===== src/rtl/divisor_sequencial.sv =====
// -----------------------------------------------------------------------------
// divisor_sequencial
//   Unsigned sequential divider using restoring shift-subtract.
//   One quotient bit is produced per clock, MSB first, so a division with a
//   non-zero divisor takes LARGURA cycles in DIVIDE plus one cycle in FIM.
//   A zero divisor skips DIVIDE and goes straight to FIM with DivZero set.
//
// Handshake (start/completion):
//   - A start is accepted only in OCIOSO, on a rising Clock edge with
//     Iniciar=1. Dividendo/Divisor are captured on that edge and never
//     re-sampled. Iniciar is ignored in DIVIDE and FIM; nothing is queued.
//   - Pronto is a one-cycle pulse during FIM. Quociente/Resto/DivZero are
//     valid while Pronto is high and hold until the next completion
//     (DivZero is cleared when a non-zero-divisor start is accepted).
//   - Ocupado is high in every state except OCIOSO.
//
// Parameters:
//   LARGURA       operand/result width in bits (>= 2)
//
// Ports:
//   Clock         system clock, rising edge
//   Reset         asynchronous active-low reset
//   Iniciar       start request
//   Dividendo     unsigned dividend
//   Divisor       unsigned divisor
//   Quociente     quotient of the last completed operation
//   Resto         remainder of the last completed operation
//   Ocupado       FSM not in OCIOSO
//   Pronto        one-cycle completion pulse
//   DivZero       last completed operation had Divisor = 0
//   o_dbg_estado  current FSM state (debug visibility)
// -----------------------------------------------------------------------------
module divisor_sequencial #(
  parameter int LARGURA = 4
) (
  input  logic               Clock,
  input  logic               Reset,
  input  logic               Iniciar,
  input  logic [LARGURA-1:0] Dividendo,
  input  logic [LARGURA-1:0] Divisor,
  output logic [LARGURA-1:0] Quociente,
  output logic [LARGURA-1:0] Resto,
  output logic               Ocupado,
  output logic               Pronto,
  output logic               DivZero,
  output logic [1:0]         o_dbg_estado
);

  localparam int CW = (LARGURA > 1) ? $clog2(LARGURA) : 1;

  typedef enum logic [1:0] {
    OCIOSO = 2'd0,
    DIVIDE = 2'd1,
    FIM    = 2'd2
  } estado_t;

  estado_t            r_estado;
  // r_dq starts as the dividend; each iteration shifts its MSB out into the
  // partial remainder and shifts the new quotient bit into its LSB, so after
  // LARGURA iterations it holds the quotient.
  logic [LARGURA-1:0] r_dq;
  logic [LARGURA-1:0] r_divisor;
  // Partial remainder is always < divisor between iterations, so LARGURA bits
  // suffice for storage; the shifted value needs one extra bit.
  logic [LARGURA-1:0] r_parcial;
  logic [CW-1:0]      r_contador;

  logic [LARGURA:0]   w_shift;
  logic               w_ge;
  logic [LARGURA-1:0] w_sub;
  logic [LARGURA-1:0] w_parcial_novo;
  logic [LARGURA-1:0] w_dq_novo;
  logic               w_ultima;

  assign w_shift        = {r_parcial, r_dq[LARGURA-1]};
  assign w_ge           = (w_shift >= {1'b0, r_divisor});
  // When w_ge holds the true difference is < divisor, so the low LARGURA bits
  // of the modular subtraction are exact.
  assign w_sub          = w_shift[LARGURA-1:0] - r_divisor;
  assign w_parcial_novo = w_ge ? w_sub : w_shift[LARGURA-1:0];
  assign w_dq_novo      = {r_dq[LARGURA-2:0], w_ge};
  assign w_ultima       = (r_contador == CW'(LARGURA - 1));

  assign o_dbg_estado   = r_estado;

  always_ff @(posedge Clock or negedge Reset) begin
    if (!Reset) begin
      r_estado   <= OCIOSO;
      r_dq       <= '0;
      r_divisor  <= '0;
      r_parcial  <= '0;
      r_contador <= '0;
      Quociente  <= '0;
      Resto      <= '0;
      Ocupado    <= 1'b0;
      Pronto     <= 1'b0;
      DivZero    <= 1'b0;
    end else begin
      // Pronto is a pulse: only the edge entering FIM raises it.
      Pronto <= 1'b0;
      case (r_estado)
        OCIOSO: begin
          if (Iniciar) begin
            r_dq       <= Dividendo;
            r_divisor  <= Divisor;
            r_parcial  <= '0;
            r_contador <= '0;
            Ocupado    <= 1'b1;
            if (Divisor == '0) begin
              Quociente <= '1;
              Resto     <= Dividendo;
              DivZero   <= 1'b1;
              Pronto    <= 1'b1;
              r_estado  <= FIM;
            end else begin
              DivZero  <= 1'b0;
              r_estado <= DIVIDE;
            end
          end
        end

        DIVIDE: begin
          r_parcial  <= w_parcial_novo;
          r_dq       <= w_dq_novo;
          r_contador <= r_contador + 1'b1;
          if (w_ultima) begin
            Quociente <= w_dq_novo;
            Resto     <= w_parcial_novo;
            Pronto    <= 1'b1;
            r_estado  <= FIM;
          end
        end

        FIM: begin
          Ocupado  <= 1'b0;
          r_estado <= OCIOSO;
        end

        default: begin
          Ocupado  <= 1'b0;
          r_estado <= OCIOSO;
        end
      endcase
    end
  end

endmodule


===== config.mk =====
export PLATFORM = sky130hd
export DESIGN_NAME = divisor_sequencial
export DESIGN_NICKNAME = d
export VERILOG_FILES = /design/src/rtl/divisor_sequencial.sv
export SDC_FILE = /design/constraint.sdc
export NUM_CORES = 1
export LEC_CHECK = 0
export BUFFER_PORTS_ARGS = -buffer_cell sky130_fd_sc_hd__buf_4
export CORE_MARGIN = 5
export CORE_UTILIZATION = 53
export CTS_CLUSTER_SIZE = 16
export DETAILED_ROUTE_END_ITERATION = 8
export PLACE_DENSITY = 0.76
export SYNTH_ARGS = -nofsm -noshare
export SYNTH_HDL_FRONTEND = slang
export SYNTH_SLANG_ARGS = --single-unit

===== constraint.sdc =====
create_clock -name Clock -period 1.9 [get_ports Clock]
set_input_delay 0.38 -clock Clock [delete_from_list [all_inputs] [get_ports Clock]]
set_output_delay 0.38 -clock Clock [all_outputs]
set_load 0.1 [all_outputs]

==> flow_summary.json, run 1 <==
{
  "slew_viol_final": 0,
  "regArea_um2": 677,
  "post_cts_buffers": 0,
  "cts_buffers": 3,
  "cp.arrival_ps": 2080,
  "ant_nets": 0,
  "route.detailed.drc": 0,
  "final_util_pct": 65.9,
  "drive_above_1_share_pct": 26.1,
  "hold_path_class": "in2reg",
  "floorplan.core_area_mm2": 0.00250,
  "gp_congestion": 0.871,
  "ys_top_cells_by_area": "dfrtp_1, nand2_1, ha_1",
  "nFillCells": 202,
  "critical_path_class": "reg2reg",
  "die_h_um": 61.3,
  "vias_per_cell": 5.65,
  "vias": 1102,
  "finalCriticalPeriod_ps": 1830,
  "drv_cap": 0,
  "r2r_start": "r_dq[3]",
  "ys_ff_latch": 27,
  "clkLatencyLatePin_ps": 320,
  "rsz0062_at_grt": "no",
  "dieArea_mm2": 0.00375,
  "routedWlPerCell_um": 14.7,
  "antenna_found_initial": 0,
  "ioPinCount": 24,
  "cts_max_path_buffers": 2,
  "drtIter0Drc": 42,
  "worstPathRequired_ps": 2150,
  "portBuffers": 23,
  "synth_most_common_cell": "dfrtp_1",
  "gr-usage-all-layers_pct": 17.2,
  "syn_nets": 154,
  "critPathLaunch": "r_dq[3]",
  "ys.flop_type": "dfrtp_1",
  "diodes": 0,
  "ys_warn_count": 0,
  "fmax_ghz": 0.547,
  "status": "finished clean",
  "post-route-period-util_pct": 96.2,
  "tightestPinTransition_ps": 429,
  "rows": 18,
  "fin_setup_tns_ps": 0,
  "synth.distinct_cells": 38,
  "ys_seq_area_share_pct": 48.5,
  "syn_inst": 137,
  "grt_pass1_wl_um": 4770,
  "syn_area_per_cell_um2": 10.2,
  "grt-ovfl-total": 0,
  "post-place-ws_ps": 99.7,
  "min_from": "Divisor[2]",
  "cts_resized": 0,
  "worst_slack_ps": 72.2,
  "hold_viol": 0,
  "syn-cell-area_mm2": 0.00139,
  "synth_top_area_cell": "dfrtp_1",
  "cts_root_buffer": "clkbuf_4",
  "synthToLayoutAreaGrowth_pct": 18.3,
  "wl_um": 2870,
  "final_nets": 183,
  "hpwl_um": 2180,
  "die_x_um": 61.3,
  "cp_max_fo": 5,
  "startpoint_type": "flip-flop",
  "grt_max_degree": 28,
  "initial_core_util_pct": 55.7,
  "cts_hold_buffers": 1,
  "multi_input_area_um2": 652,
  "cts_tree": "built",
  "hold_ws_ps": 291,
  "grt_pass1_vias": 1086,
  "synth_edf_count": 0,
  "cts.sinks": 27,
  "clk_pin_slew_ps": 150,
  "htree_levels": 1,
  "setup_viol": 0,
  "synthTopCellsByCount": "dfrtp_1, nand2_1, nor2_1",
  "slew_headroom_pct": 71.2,
  "clock_skew_ps": 11.6,
  "cp-end-kind": "flip-flop",
  "netlist.area_leader.share_pct": 48.5,
  "drt_first_pass_iters": 4,
  "async_flop_share_pct": 100
}
==> cells by family after synthesis <==
kind of cell / synth area share (%)
simple gates: 18.5
compound gates: 18.6
mux: 3.14
fa+ha+maj: 5.93
buf+inv: 4.67
flops: 48.5
xor+xnor: 0.629
==> state kept, by name, summed over array words and instances, names as in the netlist <==
name / count
DivZero: 1
Pronto: 1
o_dbg_estado: 2
r_contador: 2
Ocupado: 1
r_parcial: 4
r_dq: 4
Quociente: 4
r_divisor: 4
Resto: 4
==> layout make-up <==
| class | count | share of cell area [%] |
|---|---|---|
| Sequential cell | 27 | 41.1 |
| Clock buffer | 3 | 1.37 |
| Inverter | 9 | 2.05 |
| Timing Repair Buffer | 29 | 13.4 |
| Multi-Input combinational cell | 96 | 39.6 |
| Clock inverter | 1 | 0.304 |
| Tap cell | 30 | 2.28 |
==> per-layer routing <==
metal / vias to the layer above / share of wire, % / GRT usage, %
li1: 546 / - / -
met1: 525 / 44 / 22.6
met2: 26 / 51 / 28.4
met3: 5 / 3.6 / 3.14
met4: 0 / 1.8 / 6.50
met5: - / 0 / 0
==> layout by cell type (no fill, tap or decap), types with 2 or more instances in the layout <==
cell | Yosys | routed
buf_4 | 3 | 28
a21oi_1 | 9 | 9
o211ai_1 | 5 | 5
a21o_1 | 3 | 3
a22o_1 | 2 | 2
nor2_1 | 12 | 12
nand4_1 | 3 | 3
ha_1 | 5 | 5
a41oi_1 | 2 | 2
o21ai_0 | 9 | 9
nand3_1 | 3 | 3
clkbuf_4 | 0 | 3
inv_1 | 9 | 9
dfrtp_1 | 27 | 26
mux2_2 | 3 | 3
nor3b_1 | 3 | 3
nand2_1 | 17 | 17
==> stage by stage <==
step	instance area, um2	cells
2_1_floorplan	1390	137
3_3_place_gp	1610	190
3_5_place_dp	1610	190
4_1_cts	1650	195
5_1_grt	1650	195
6_report	1650	195
==> worst max-delay path, stage by stage (launching register included) <==
cell     delay [ps]
dfrtp_1         400
inv_1            50
ha_1            360
nor2b_4          60
o21a_4          210
or4_4           490
a41oi_2         190
==> final timing paths <==
check	to	slack, ps	cells after the start
worst max-delay path	Resto[0]	70	6
worst min-delay path	r_divisor[2]	290	3
worst max register to register	Resto[0]	70	6
worst min register to register	Ocupado	500	1
max in group asynchronous	o_dbg_estado[0]	1140	2
min in group asynchronous	r_dq[2]	490	2
Power of run 1 is left out: the tool's default activity adds up to more than one toggle a clock period on the data nets, which glitch-free logic cannot reach.
==> run 2: changes to the inputs <==
--- a/config.mk
+++ b/config.mk
@@ -7,10 +7,10 @@
 export LEC_CHECK = 0
 export BUFFER_PORTS_ARGS = -buffer_cell sky130_fd_sc_hd__buf_4
 export CORE_MARGIN = 5
-export CORE_UTILIZATION = 53
+export CORE_UTILIZATION = 30
 export CTS_CLUSTER_SIZE = 16
 export DETAILED_ROUTE_END_ITERATION = 8
-export PLACE_DENSITY = 0.76
+export HOLD_SLACK_MARGIN = 0.02
 export SYNTH_ARGS = -nofsm -noshare
 export SYNTH_HDL_FRONTEND = slang
 export SYNTH_SLANG_ARGS = --single-unit
==> run 2 against run 1 <==
Critical path depth decreased by 1. Global-route usage is 6.6 points lower. First-iteration DRC count up 12%. Flip-flop and latch count is the same. Clock skew fell by 8.7 ps. Wire length up 9.3%. Non-clock buffer count is 1 lower. Setup slack improved by 6.5 ps. Register-to-register slack barely moved. Final cell count grew 11%. Core utilization fell by 28 points. Critical endpoint unchanged. Largest cell class unchanged.
==> flow_summary.json, run 2 (same netlist as run 1, synthesis figures left out) <==
{
  "status": "finished clean",
  "cts_tree": "built",
  "rsz0062_at_grt": "no",
  "critical_path_class": "reg2reg",
  "cp_max_fo": 5,
  "grt_pass1_wl_um": 5310,
  "vias_per_cell": 5.13,
  "cp.arrival_ps": 2020,
  "wl_um": 3130,
  "cp_num_cells": 5,
  "critPathLaunch": "r_parcial[1]",
  "hold_path_class": "in2reg",
  "grt-ovfl-total": 0,
  "synthToLayoutAreaGrowth_pct": 21.5,
  "finalCriticalPeriod_ps": 1820,
  "antenna_found_initial": 0,
  "cp-end-kind": "flip-flop",
  "cp_slowest_cell": "dfrtp_1",
  "route.detailed.drc": 0,
  "ant_nets": 0,
  "clk_pin_slew_ps": 90,
  "final_nets": 182,
  "htree_levels": 1,
  "drive_above_1_share_pct": 25.6,
  "post-route-period-util_pct": 95.9,
  "gr-usage-all-layers_pct": 10.7,
  "slew_viol_final": 0,
  "grt_max_degree": 28,
  "critical_path_buf_inv_count": 0,
  "worstPathRequired_ps": 2100,
  "r2r_start": "r_parcial[1]",
  "rows": 24,
  "grt_pass1_vias": 1122,
  "vias": 1109,
  "cts.sinks": 27,
  "initial_core_util_pct": 31.5,
  "min_from": "Divisor[2]",
  "cts_max_path_buffers": 2,
  "cts_root_buffer": "clkbuf_8",
  "hpwl_um": 2390,
  "slowest_delay_ps": 420,
  "startpoint_type": "flip-flop",
  "fin_setup_tns_ps": 0,
  "final_util_pct": 38.3,
  "floorplan.core_area_mm2": 0.00441,
  "die_x_um": 78.1,
  "drv_cap": 0,
  "hold_viol": 0,
  "final_common_cell": "buf_4",
  "setup_viol": 0,
  "crit_family": "simple AND/OR/NAND/NOR gates",
  "r2r_cells": 5,
  "ioPinCount": 24,
  "dieArea_mm2": 0.00610,
  "clkLatencyLatePin_ps": 270,
  "gp_congestion": 0.838,
  "tightestPinTransition_ps": 384,
  "routedWlPerCell_um": 14.5,
  "fmax_ghz": 0.549,
  "die_h_um": 78.1,
  "cts_buffers": 3,
  "hold_depth": 3,
  "diodes": 0,
  "drt_first_pass_iters": 4,
  "clock_skew_ps": 2.95,
  "drtIter0Drc": 47,
  "slew_headroom_pct": 74.1,
  "portBuffers": 23,
  "mostFrequentLayoutCells": "buf_4, dfrtp_1, nand2_1",
  "cp_cell_sequence": "ha_1 > o21ai_0 > and2_4 > or4_4 > a41oi_2"
}
run 2: cell types whose count changed in the layout (fill, tap and decap cells not counted):
cell / previous run / this run
buf_4: 28 / 27
clkbuf_1: 0 / 1
clkbuf_4: 3 / 0
clkbuf_8: 0 / 3
clkinv_2: 1 / 0
nor4_1: 1 / 0
nor4_2: 0 / 1
run 2: worst paths after layout:
check / slack, ps / to
max reg2reg: 80 / Resto[0]
min in group asynchronous: 550 / r_divisor[3]
min: 340 / r_divisor[2]
min reg2reg: 510 / Ocupado
max in group asynchronous: 1070 / o_dbg_estado[0]
max: 80 / Resto[0]
run 2: area by class of cell:
cell class	instances	area, um2
tap	52	65.1
clock buffer	4	45.0
timing repair buffer	28	213
inverter	9	33.8
fill	452	2720
multi-input combinational	96	658
sequential	27	677
run 2: per-stage QoR:
| step | hold WS, ps | std cells | cell area (um2) | setup slack [ps] |
|---|---|---|---|---|
| final | 337 | 216 | 1690 | 78.7 |
| after global routing | 357 | 216 | 1690 | 26.2 |
| after CTS | 333 | 216 | 1690 | 103 |
| after detailed placement | 321 | 211 | 1630 | 120 |
| after global placement | 316 | 211 | 1630 | 153 |
| after floorplan | 84.4 | 137 | 1390 | 18.7 |
run 2: per-layer routing:
metal | track usage (%) | vias to the layer above | share of wire (%)
met4 | 4.56 | 0 | 1.5
li1 | - | 545 | -
met1 | 12.9 | 545 | 43
met5 | 0 | - | 0
met2 | 18.8 | 15 | 53
met3 | 1.49 | 4 | 2.6
run 2: repair_timing:
| action | in CTS | in global routing |
|---|---|---|
| gates resized for setup | 0 | 1 |
| hold endpoints to repair | 27 | 0 |
| setup buffers | 0 | 0 |
| setup endpoints to repair | 0 | 2 |
| hold buffers | 1 | 0 |
run 2: worst register-to-register path, stage by stage, from the launching register on:
cell and delay (ps):
dfrtp_1 420, ha_1 390, o21ai_0 140, and2_4 200, or4_4 420, a41oi_2 180
Power of run 2 is left out for the same reason.
==> run 3: changes to the inputs <==
--- a/config.mk
+++ b/config.mk
@@ -5,12 +5,14 @@
 export SDC_FILE = /design/constraint.sdc
 export NUM_CORES = 1
 export LEC_CHECK = 0
-export BUFFER_PORTS_ARGS = -buffer_cell sky130_fd_sc_hd__buf_4
+export BUFFER_PORTS_ARGS = -buffer_cell sky130_fd_sc_hd__buf_2
+export CAP_MARGIN = 10
 export CORE_MARGIN = 5
 export CORE_UTILIZATION = 30
 export CTS_CLUSTER_SIZE = 16
 export DETAILED_ROUTE_END_ITERATION = 8
 export HOLD_SLACK_MARGIN = 0.02
+export PLACE_DENSITY = 0.55
 export SYNTH_ARGS = -nofsm -noshare
 export SYNTH_HDL_FRONTEND = slang
 export SYNTH_SLANG_ARGS = --single-unit
==> run 3 against run 2 <==
Die area unchanged. Worst hold slack worse by 240 ps. Sequential share of layout area increased by 1.3 points. Final cell count increased by 0.46%. First-iteration DRC count is 57% higher. Flip-flop and latch count is the same. Wire length barely moved. Highest routed layer unchanged. Critical path type unchanged. Fmax grew 0.68%.
==> flow_summary.json, run 3 (same netlist as run 1, synthesis figures left out) <==
{
  "status": "finished clean",
  "clk_pin_slew_ps": 90,
  "grt_pass1_wl_um": 5420,
  "routedWlPerCell_um": 14.4,
  "rsz0062_at_grt": "no",
  "setup_viol": 0,
  "diodes": 0,
  "startpoint_type": "flip-flop",
  "clkLatencyLatePin_ps": 270,
  "hpwl_um": 2400,
  "slew_viol_final": 0,
  "gp_congestion": 0.897,
  "hold_path_class": "in2async",
  "synthToLayoutAreaGrowth_pct": 17.8,
  "antenna_found_initial": 0,
  "die_x_um": 78.1,
  "crit_family": "simple AND/OR/NAND/NOR gates",
  "ioPinCount": 24,
  "vias": 1081,
  "final_nets": 183,
  "critical_path_class": "reg2reg",
  "cts_tree": "built",
  "final_common_cell": "dfrtp_1",
  "cts_buffers": 3,
  "floorplan.core_area_mm2": 0.00441,
  "cp-end-kind": "flip-flop",
  "gr-usage-all-layers_pct": 11.0,
  "cts_root_buffer": "clkbuf_8",
  "hold_viol": 0,
  "post_cts_buffers": 0,
  "grt-ovfl-total": 0,
  "cts_max_path_buffers": 2,
  "rows": 24,
  "mostFrequentLayoutCells": "dfrtp_1, buf_2, nand2_1",
  "drt_first_pass_iters": 6,
  "drv_cap": 0,
  "route.detailed.drc": 0,
  "htree_levels": 1,
  "grt_pass1_vias": 1102,
  "post-route-period-util_pct": 95.2,
  "cp_cell_sequence": "inv_1 > ha_1 > nor2b_4 > o21a_4 > or4_4 > a41oi_2",
  "fin_setup_tns_ps": 0,
  "die_h_um": 78.1,
  "portBuffers": 23,
  "cp_max_fo": 5,
  "fmax_ghz": 0.553,
  "dieArea_mm2": 0.00610,
  "slew_headroom_pct": 60.3,
  "cts_resized": 0,
  "critical_path_buf_inv_count": 1,
  "worstPathRequired_ps": 2100,
  "vias_per_cell": 4.98,
  "tightestPinTransition_ps": 596,
  "clock_skew_ps": 1.94,
  "cts_hold_buffers": 0,
  "ant_nets": 0,
  "cts.sinks": 27,
  "drtIter0Drc": 74,
  "slowest_delay_ps": 490,
  "cp.arrival_ps": 2010,
  "cp_slowest_cell": "or4_4",
  "initial_core_util_pct": 31.5,
  "drive_above_1_share_pct": 27.3,
  "finalCriticalPeriod_ps": 1810,
  "grt_max_degree": 28,
  "wl_um": 3130
}
## run 3: path summary, 6_finish.rpt
| path | cells past startpoint | to | startpoint | slack [ps] |
|---|---|---|---|---|
| worst min-delay path | 1 | Ocupado | Reset | 100 |
| min in group Clock | 3 | r_divisor[1] | Divisor[1] | 360 |
| worst max-delay path | 6 | Resto[0] | r_dq[3] | 90 |
| worst max register to register | 6 | Resto[0] | r_dq[3] | 90 |
| max in group asynchronous | 1 | o_dbg_estado[0] | Reset | 1380 |
| worst min register to register | 1 | Ocupado | Ocupado | 490 |
## run 3: layout make-up
class	count	area (um2)
inverters	9	33.8
clock buffers	3	41.3
flip-flops and latches	27	677
repair buffers	29	160
well taps	52	65.1
clock inverters	1	5.00
fillers	454	2770
multi-input cells	96	658
## run 3: metrics by stage
step | area, um2 | setup WS, ps | utilization (%) | cells | hold slack [ps]
final | 1640 | 91.0 | 37.2 | 217 | 97.7
after global routing | 1640 | 4.31 | 37.2 | 217 | 147
after CTS | 1630 | 94.1 | 37.0 | 217 | 122
after detailed placement | 1590 | 114 | 36.0 | 213 | 429
after global placement | 1590 | 149 | 36.0 | 213 | 419
after floorplan | 1390 | 18.7 | - | 137 | 84.4
## run 3: metal layers
metal / routed length (um) / GRT usage [%] / vias up
met5: 0 / 0 / -
met4: 74 / 5.57 / 0
met3: 50 / 1.03 / 5
met2: 1650 / 19.0 / 13
met1: 1350 / 13.6 / 522
li1: - / - / 541
Power of run 3 is left out for the same reason.
